--- src/rtl/button_event_fsm.sv ---
// button_event_fsm
// Classifies a debounced button level into edge ticks and press events:
// short press, long press and, optionally, double click.
// Build option: define DOUBLE_CLICK_EN to enable the release-gap window
// and double-click detection. Without it, short_press follows the release
// directly and double_click is held at 0.
//
// state          | meaning
// ---------------+------------------------------------------------------
// IDLE           | button released, no event in progress
// PRESSED        | first press held, counting toward the long threshold
// LONG_HELD      | long press already reported, waiting for release
// WAIT_SECOND    | released after a short press, timing the gap
// SECOND_PRESSED | second press seen inside the gap, waiting for release

module button_event_fsm #(
    parameter int LONG_TICKS   = 50_000_000,
    parameter int DCLICK_TICKS = 25_000_000
) (
    input  logic clk,
    input  logic reset,
    input  logic btn_in,
    output logic rise_tick,
    output logic fall_tick,
    output logic short_press,
    output logic long_press,
    output logic double_click,
    output logic busy
);

    localparam int MAX_TICKS = (LONG_TICKS > DCLICK_TICKS) ? LONG_TICKS : DCLICK_TICKS;
    localparam int CNT_W     = $clog2(MAX_TICKS) + 1;

    localparam logic [CNT_W-1:0] CNT_ONE   = CNT_W'(1);
    localparam logic [CNT_W-1:0] CNT_SAT   = '1;
    localparam logic [CNT_W-1:0] LONG_LAST = CNT_W'(LONG_TICKS - 1);

    localparam logic [2:0] ST_IDLE           = 3'd0;
    localparam logic [2:0] ST_PRESSED        = 3'd1;
    localparam logic [2:0] ST_LONG_HELD      = 3'd2;
`ifdef DOUBLE_CLICK_EN
    localparam logic [2:0] ST_WAIT_SECOND    = 3'd3;
    localparam logic [2:0] ST_SECOND_PRESSED = 3'd4;

    localparam logic [CNT_W-1:0] DCLICK_LAST = CNT_W'(DCLICK_TICKS - 1);
`endif

    logic             prev;
    logic             rise;
    logic             fall;
    logic [2:0]       state;
    logic [2:0]       state_nxt;
    logic [CNT_W-1:0] cnt;
    logic [CNT_W-1:0] cnt_nxt;
    logic [CNT_W-1:0] cnt_inc;
    logic             short_nxt;
    logic             long_nxt;
    logic             dclick_nxt;

    assign rise = btn_in & ~prev;
    assign fall = ~btn_in & prev;

    // The counter holds at all-ones instead of wrapping to zero.
    assign cnt_inc = (cnt == CNT_SAT) ? cnt : cnt + CNT_ONE;

    // Next-state, counter and event-pulse decisions for the current sample.
    always_comb begin
        state_nxt  = state;
        cnt_nxt    = cnt;
        short_nxt  = 1'b0;
        long_nxt   = 1'b0;
        dclick_nxt = 1'b0;

        case (state)
            ST_IDLE: begin
                if (rise) begin
                    state_nxt = ST_PRESSED;
                    cnt_nxt   = CNT_ONE;
                end
            end

            ST_PRESSED: begin
                // Release is checked first so a release on the threshold
                // sample still counts as a short press.
                if (!btn_in) begin
`ifdef DOUBLE_CLICK_EN
                    state_nxt = ST_WAIT_SECOND;
                    cnt_nxt   = CNT_ONE;
`else
                    state_nxt = ST_IDLE;
                    cnt_nxt   = '0;
                    short_nxt = 1'b1;
`endif
                end else if (cnt == LONG_LAST) begin
                    state_nxt = ST_LONG_HELD;
                    cnt_nxt   = '0;
                    long_nxt  = 1'b1;
                end else begin
                    cnt_nxt = cnt_inc;
                end
            end

            ST_LONG_HELD: begin
                if (!btn_in) begin
                    state_nxt = ST_IDLE;
                end
            end

`ifdef DOUBLE_CLICK_EN
            ST_WAIT_SECOND: begin
                // A press on the timeout sample still wins.
                if (btn_in) begin
                    state_nxt = ST_SECOND_PRESSED;
                    cnt_nxt   = '0;
                end else if (cnt == DCLICK_LAST) begin
                    state_nxt = ST_IDLE;
                    cnt_nxt   = '0;
                    short_nxt = 1'b1;
                end else begin
                    cnt_nxt = cnt_inc;
                end
            end

            ST_SECOND_PRESSED: begin
                // Hold length is irrelevant here; no long press from a
                // second press.
                if (!btn_in) begin
                    state_nxt  = ST_IDLE;
                    dclick_nxt = 1'b1;
                end
            end
`endif

            default: begin
                state_nxt = ST_IDLE;
                cnt_nxt   = '0;
            end
        endcase
    end

    // State, counter, input history and registered outputs.
    always_ff @(posedge clk) begin
        if (reset) begin
            state        <= ST_IDLE;
            cnt          <= '0;
            prev         <= 1'b0;
            rise_tick    <= 1'b0;
            fall_tick    <= 1'b0;
            short_press  <= 1'b0;
            long_press   <= 1'b0;
            double_click <= 1'b0;
            busy         <= 1'b0;
        end else begin
            state        <= state_nxt;
            cnt          <= cnt_nxt;
            prev         <= btn_in;
            rise_tick    <= rise;
            fall_tick    <= fall;
            short_press  <= short_nxt;
            long_press   <= long_nxt;
            double_click <= dclick_nxt;
            // Registered from the next state so busy tracks the state register.
            busy         <= (state_nxt != ST_IDLE);
        end
    end

endmodule

--- config.mk ---
export PLATFORM = sky130hd
export DESIGN_NAME = button_event_fsm
export DESIGN_NICKNAME = d
export VERILOG_FILES = /design/src/rtl/button_event_fsm.sv
export SDC_FILE = /design/constraint.sdc
export NUM_CORES = 1
export LEC_CHECK = 0
export CORE_UTILIZATION = 63
export DETAILED_ROUTE_END_ITERATION = 16
export GPL_ROUTABILITY_DRIVEN = 0
export PLACE_DENSITY = 0.82
export SYNTH_ARGS = -nofsm -noshare
export SYNTH_HDL_FRONTEND = slang
export SYNTH_SLANG_ARGS = --single-unit
--- constraint.sdc ---
create_clock -name clk -period 3.9 [get_ports clk]
set_input_delay 0.585 -clock clk [delete_from_list [all_inputs] [get_ports clk]]
set_output_delay 0.585 -clock clk [all_outputs]
set_load 0.01 [all_outputs]
Yosys cells after proc, flatten, opt, wreduce, memory -nomap -nowiden

Cells that the tools add are included.

Flip-flop bits (word level): 36
Input bits: 3
Output and inout bits: 6
Word-level logic and storage cells: 38

Add/subtract/negate cells: 1
Equality and inequality tests: 6
Mux-type cells: 12
Bitwise operators: 6
Reduce and logical (&&, ||, !) cells: 5

Operator list:

| kind                                                                     | number |
|---|---|
| 27-bit two-way mux                                                       | 4 |
| 27-bit case mux with 3 select lines                                      | 1 |
| 27-bit by 1-bit adder with 27-bit output (second input constant)         | 1 |
| 27-bit by 26-bit equality test with 1-bit output (second input constant) | 1 |
| 27-bit equality test (second input constant)                             | 1 |
| 3-bit two-way mux                                                        | 4 |
| 3-bit case mux with 3 select lines                                       | 1 |
| 4-bit != test (second input constant)                                    | 1 |
| 1-bit inverter                                                           | 4 |
| 3-bit by 1-bit equality test with 1-bit output (second input constant)   | 1 |
| 3-bit by 2-bit equality test with 1-bit output (second input constant)   | 1 |
| 3-bit logical NOT                                                        | 1 |
| 3-bit AND reduction                                                      | 1 |
| 3-bit nonzero test                                                       | 1 |
| 3-bit OR reduction                                                       | 1 |
| 1-bit bitwise AND                                                        | 2 |
| 1-bit two-way mux                                                        | 2 |
| 2-bit != test (second input constant)                                    | 1 |
| 2-bit OR reduction                                                       | 1 |

Depth between registers and ports, before layout

Word-level depth: 5
Mapped depth: 7
Gate-level depth less buffers: 6

Worst setup path after synthesis

Ideal clock, no wire load.

Path type: input to register
Start: input btn_in
End: register cnt[17]
Setup time: 0.115 ns
Arrival time: 1.720 ns
Required time: 3.785 ns
Path slack: 2.065 ns
Cell stages on the path: 6
Path buffers: 1
Cells stage by stage: nand4bb_1 nor4_1 buf_2 a2111oi_0 xnor2_1 nor2_1

Word-level cells in the longest chain between the ends: 3
Elaborated cells on any way between the ends: 6
Classes of those cells: eq/ne: 2; mux: 2; bitwise: 1; reduce/logical: 1

Ends and longest elaborated chain:

| element                       | RTL line | source |
|---|---|---|
| from (decl)                   | 22       | `input logic btn_in,` |
| 1-bit bitwise AND             | 60       | `assign rise = btn_in & ~prev;` |
| 2-bit != test (no line)       | n/a      |  |
| 3-bit AND reduction (no line) | n/a      |  |
| to (signal assigned)          | 155      | `cnt <= cnt_nxt;` |
| to (decl)                     | 53       | `logic [CNT_W-1:0] cnt;` |

Several ways; a longest one is shown, not always the timed one.
A chain may end at the register's enable or synchronous reset.

Worst setup path in the final report

Same ends and word-level chain as after synthesis.

==> results_dict.tcl <==
set metrics [dict create \
    run_status "complete, no violations" \
    regToRegEndpoint "cnt[12]" \
    timing_hold_violations_final 0 \
    clkLatencyLatePin_ns 0.35 \
    synthesis.area_per_instance_sq_um 9.17 \
    cap_violations 0 \
    worstPathRequired_ns 4.13 \
    layout.nets 212 \
    rsz0062_at_grt "no" \
    numPortBuffers 7 \
    via_count_of_the_first_global_routing_pass 1533 \
    netSwitchingFraction_pct 21.7 \
    die_y_um 55.8 \
    max-slew-margin-rel_pct 48.3 \
    maxClockFrequency_mhz 420 \
    finalCritPeriodShare_pct 61.1 \
    critPathArrivalTime_ns 2.61 \
    place_hpwl_mm 2.52 \
    fillCellCount 222 \
    routedWlPerCell_um 15.1 \
    yosysUniqueCellTypes 45 \
    netlist_top_cells_area "sky130_fd_sc_hd__dfxtp_1, sky130_fd_sc_hd__xnor2_1, sky130_fd_sc_hd__nor2_1" \
    synthDominantCellAreaShare_pct 39.5 \
    seq_power_share_pct 56.9 \
    cts_root_buf "sky130_fd_sc_hd__clkbuf_4" \
    count_leader_synth "sky130_fd_sc_hd__dfxtp_1" \
    vias 1486 \
    post-route-util_pct 71.5 \
    synth_top_area_cell "sky130_fd_sc_hd__dfxtp_1" \
    floorplan.io_pins 9 \
    cts.sinks 36 \
    postRouteAntennaNets 0 \
    worst_setup_path_start_kind "input port" \
    design.die.area_sq_um 3110 \
    switchingPower_mw 0.143 \
    synth.yosys.seq_area_share_pct 39.5 \
    clkSlewWorstSetupHoldPaths_ns 0.11 \
    post_synth_most_frequent_cells "sky130_fd_sc_hd__dfxtp_1, sky130_fd_sc_hd__nor2_1, sky130_fd_sc_hd__xnor2_1" \
    fin_crit_ns 2.38 \
    setup.worst_path.class "input port to flop" \
    synthFlopType "sky130_fd_sc_hd__dfxtp_1" \
    cts_resized 0 \
    asyncSetResetFlopFracSynth_pct 0 \
    power.share.combinational_pct 3.9 \
    wl_mm 3.61 \
    reg2reg_path_depth 5 \
    cts.path.max_buffers 2 \
    num_rows 19 \
    power_mw 0.658 \
    syn_to_final_growth_pct 8.02 \
    final_layout_size_suffix_gt1_share_pct 10.5 \
    peakVddDrop_mv 0.339 \
    drtIter0Drc 65 \
    min_path_cells 1 \
    via_per_inst 6.19 \
    setup_viol_count_final 0 \
    cts_made_buffers 5 \
    grt_antenna_before_repair 0 \
    hold-path-endpoint "rise_tick" \
    reg_to_reg_start "cnt[16]" \
    largest_fanout_on_the_critical_path 7 \
    p_leak_nw 0.587 \
    die_width_um 55.8 \
    cts_tree "built" \
    antennaDiodeCount 0 \
    clockPowerShare_pct 39.2 \
    worstHoldStart "prev" \
    grt.overflow.total 0 \
    netlist_instances 199 \
    power.internal_mw 0.516 \
    largest_net_degree_at_the_start_of_global_routing 25 \
    drc_errors 0 \
    cts_htree_levels 2 \
    yosys_warnings 0 \
    hold_path_class "flop to flop" \
    drtPass1Iterations 4 \
    start_util_pct 66.2 \
    cts_post_setup_buffers_inserted 0 \
    slew_viol_final 0 \
    setup_tns_ns 0 \
    cts-hold-fix-buffers 0 \
    ys_ff_latch 36 \
    pwr_density_cell_nw_per_um2 334 \
    synth_enable_flop_cells 0 \
    synthesis.area_sq_um 1820 \
    grt_first_pass_wirelength_mm 6.28 \
    endpoint_kind "flop" \
    r2r_setup_slack_ns 1.67 \
    core_region_area_sq_um 2760 \
    final.setup_skew_ns 0.00485 \
    overall_global_routing_resource_usage_pct 25.6 \
    worst_pin_slew_ns 0.774 \
]
critical path: stages:
cell	delay, ns
sky130_fd_sc_hd__clkdlybuf4s50_1	0.57
sky130_fd_sc_hd__nor3b_2	0.31
sky130_fd_sc_hd__o2111ai_1	0.31
sky130_fd_sc_hd__a2111oi_0	0.59
sky130_fd_sc_hd__xnor2_1	0.19
sky130_fd_sc_hd__nor2_1	0.05
power by group through the flow:
stage	clock, mW	sequential, mW	combinational [mW]
floorplan	0	0.383	0.0184
global placement	0	0.383	0.0246
detailed placement	0	0.383	0.0254
CTS	0.263	0.374	0.0256
global route	0.278	0.375	0.0282
finish	0.258	0.374	0.0258
cell families after synthesis:
| family | Yosys count | share of synthesized area [%] |
|---|---|---|
| adder cells (fa/ha/maj) | 1 | 0.686 |
| AND/OR/NAND/NOR | 91 | 30.5 |
| other | 1 | 0.206 |
| flip-flops | 36 | 39.5 |
| XOR/XNOR | 20 | 9.60 |
| AO/OA/AOI/OAI | 35 | 14.3 |
| buffers and inverters | 14 | 4.53 |
| multiplexers | 1 | 0.617 |
cell usage in the layout, fill, tap and decap left out, types with 2 or more instances in the layout:
| master | count |
|---|---|
| sky130_fd_sc_hd__dfxtp_1 | 36 |
| sky130_fd_sc_hd__nor2_1 | 28 |
| sky130_fd_sc_hd__xnor2_1 | 20 |
| sky130_fd_sc_hd__a21oi_1 | 11 |
| sky130_fd_sc_hd__nand3_1 | 10 |
| sky130_fd_sc_hd__nand2_1 | 9 |
| sky130_fd_sc_hd__a211oi_1 | 9 |
| sky130_fd_sc_hd__inv_1 | 7 |
| sky130_fd_sc_hd__clkdlybuf4s50_1 | 7 |
| sky130_fd_sc_hd__nand4_1 | 6 |
| sky130_fd_sc_hd__nand2b_1 | 5 |
| sky130_fd_sc_hd__and4_1 | 5 |
| sky130_fd_sc_hd__nor4_1 | 5 |
| sky130_fd_sc_hd__clkbuf_4 | 5 |
| sky130_fd_sc_hd__a2111oi_0 | 4 |
| sky130_fd_sc_hd__and3_1 | 3 |
| sky130_fd_sc_hd__o2111ai_1 | 3 |
| sky130_fd_sc_hd__nand3b_1 | 3 |
| sky130_fd_sc_hd__nor4_2 | 2 |
| sky130_fd_sc_hd__nor3_1 | 2 |
| sky130_fd_sc_hd__conb_1 | 2 |
metrics by stage:
stage                     hold WS, ns  instances  area (sq um)  setup slack [ns]
after floorplan                 0.432        200          1830              2.06
after global placement          0.453        232          1890              1.27
after detailed placement        0.465        232          1890              1.16
after CTS                       0.491        240          1970              1.54
after global routing            0.520        240          1970              1.40
final                           0.492        240          1970              1.52
layout make-up:
type / instances / area (sq um) / area share [%]
Clock inverter: 2 / 35.0 / 1.78
Inverter: 7 / 26.3 / 1.33
Sequential cell: 36 / 721 / 36.6
Timing Repair Buffer: 8 / 77.6 / 3.94
Clock buffer: 6 / 41.3 / 2.10
Multi-Input combinational cell: 150 / 1030 / 52.3
Tap cell: 31 / 38.8 / 1.97
registers in the layout, summed over array words and instances, names as in the netlist:
register     count
busy             1
cnt             27
fall_tick        1
long_press       1
prev             1
rise_tick        1
short_press      1
state            3
metal layers:
| metal | global-route usage [%] | vias to the layer above | part of all wire [%] |
|---|---|---|---|
| met4 | 14.3 | 0 | 1.2 |
| met5 | 0 | - | 0 |
| li1 | - | 741 | - |
| met3 | 7.91 | 4 | 3.5 |
| met1 | 29.4 | 717 | 46 |
| met2 | 42.3 | 24 | 49 |
worst max-delay path by stage:
stage,start,end,slack (ns),cells after the start
2_1_floorplan,btn_in,cnt[17],2.06,6
3_3_place_gp,btn_in,cnt[19],1.27,6
3_5_place_dp,btn_in,cnt[17],1.16,6
4_1_cts,btn_in,cnt[17],1.54,6
5_1_grt,btn_in,cnt[24],1.40,6
6_report,btn_in,cnt[17],1.52,6
(Power assumes the default switching activity.)
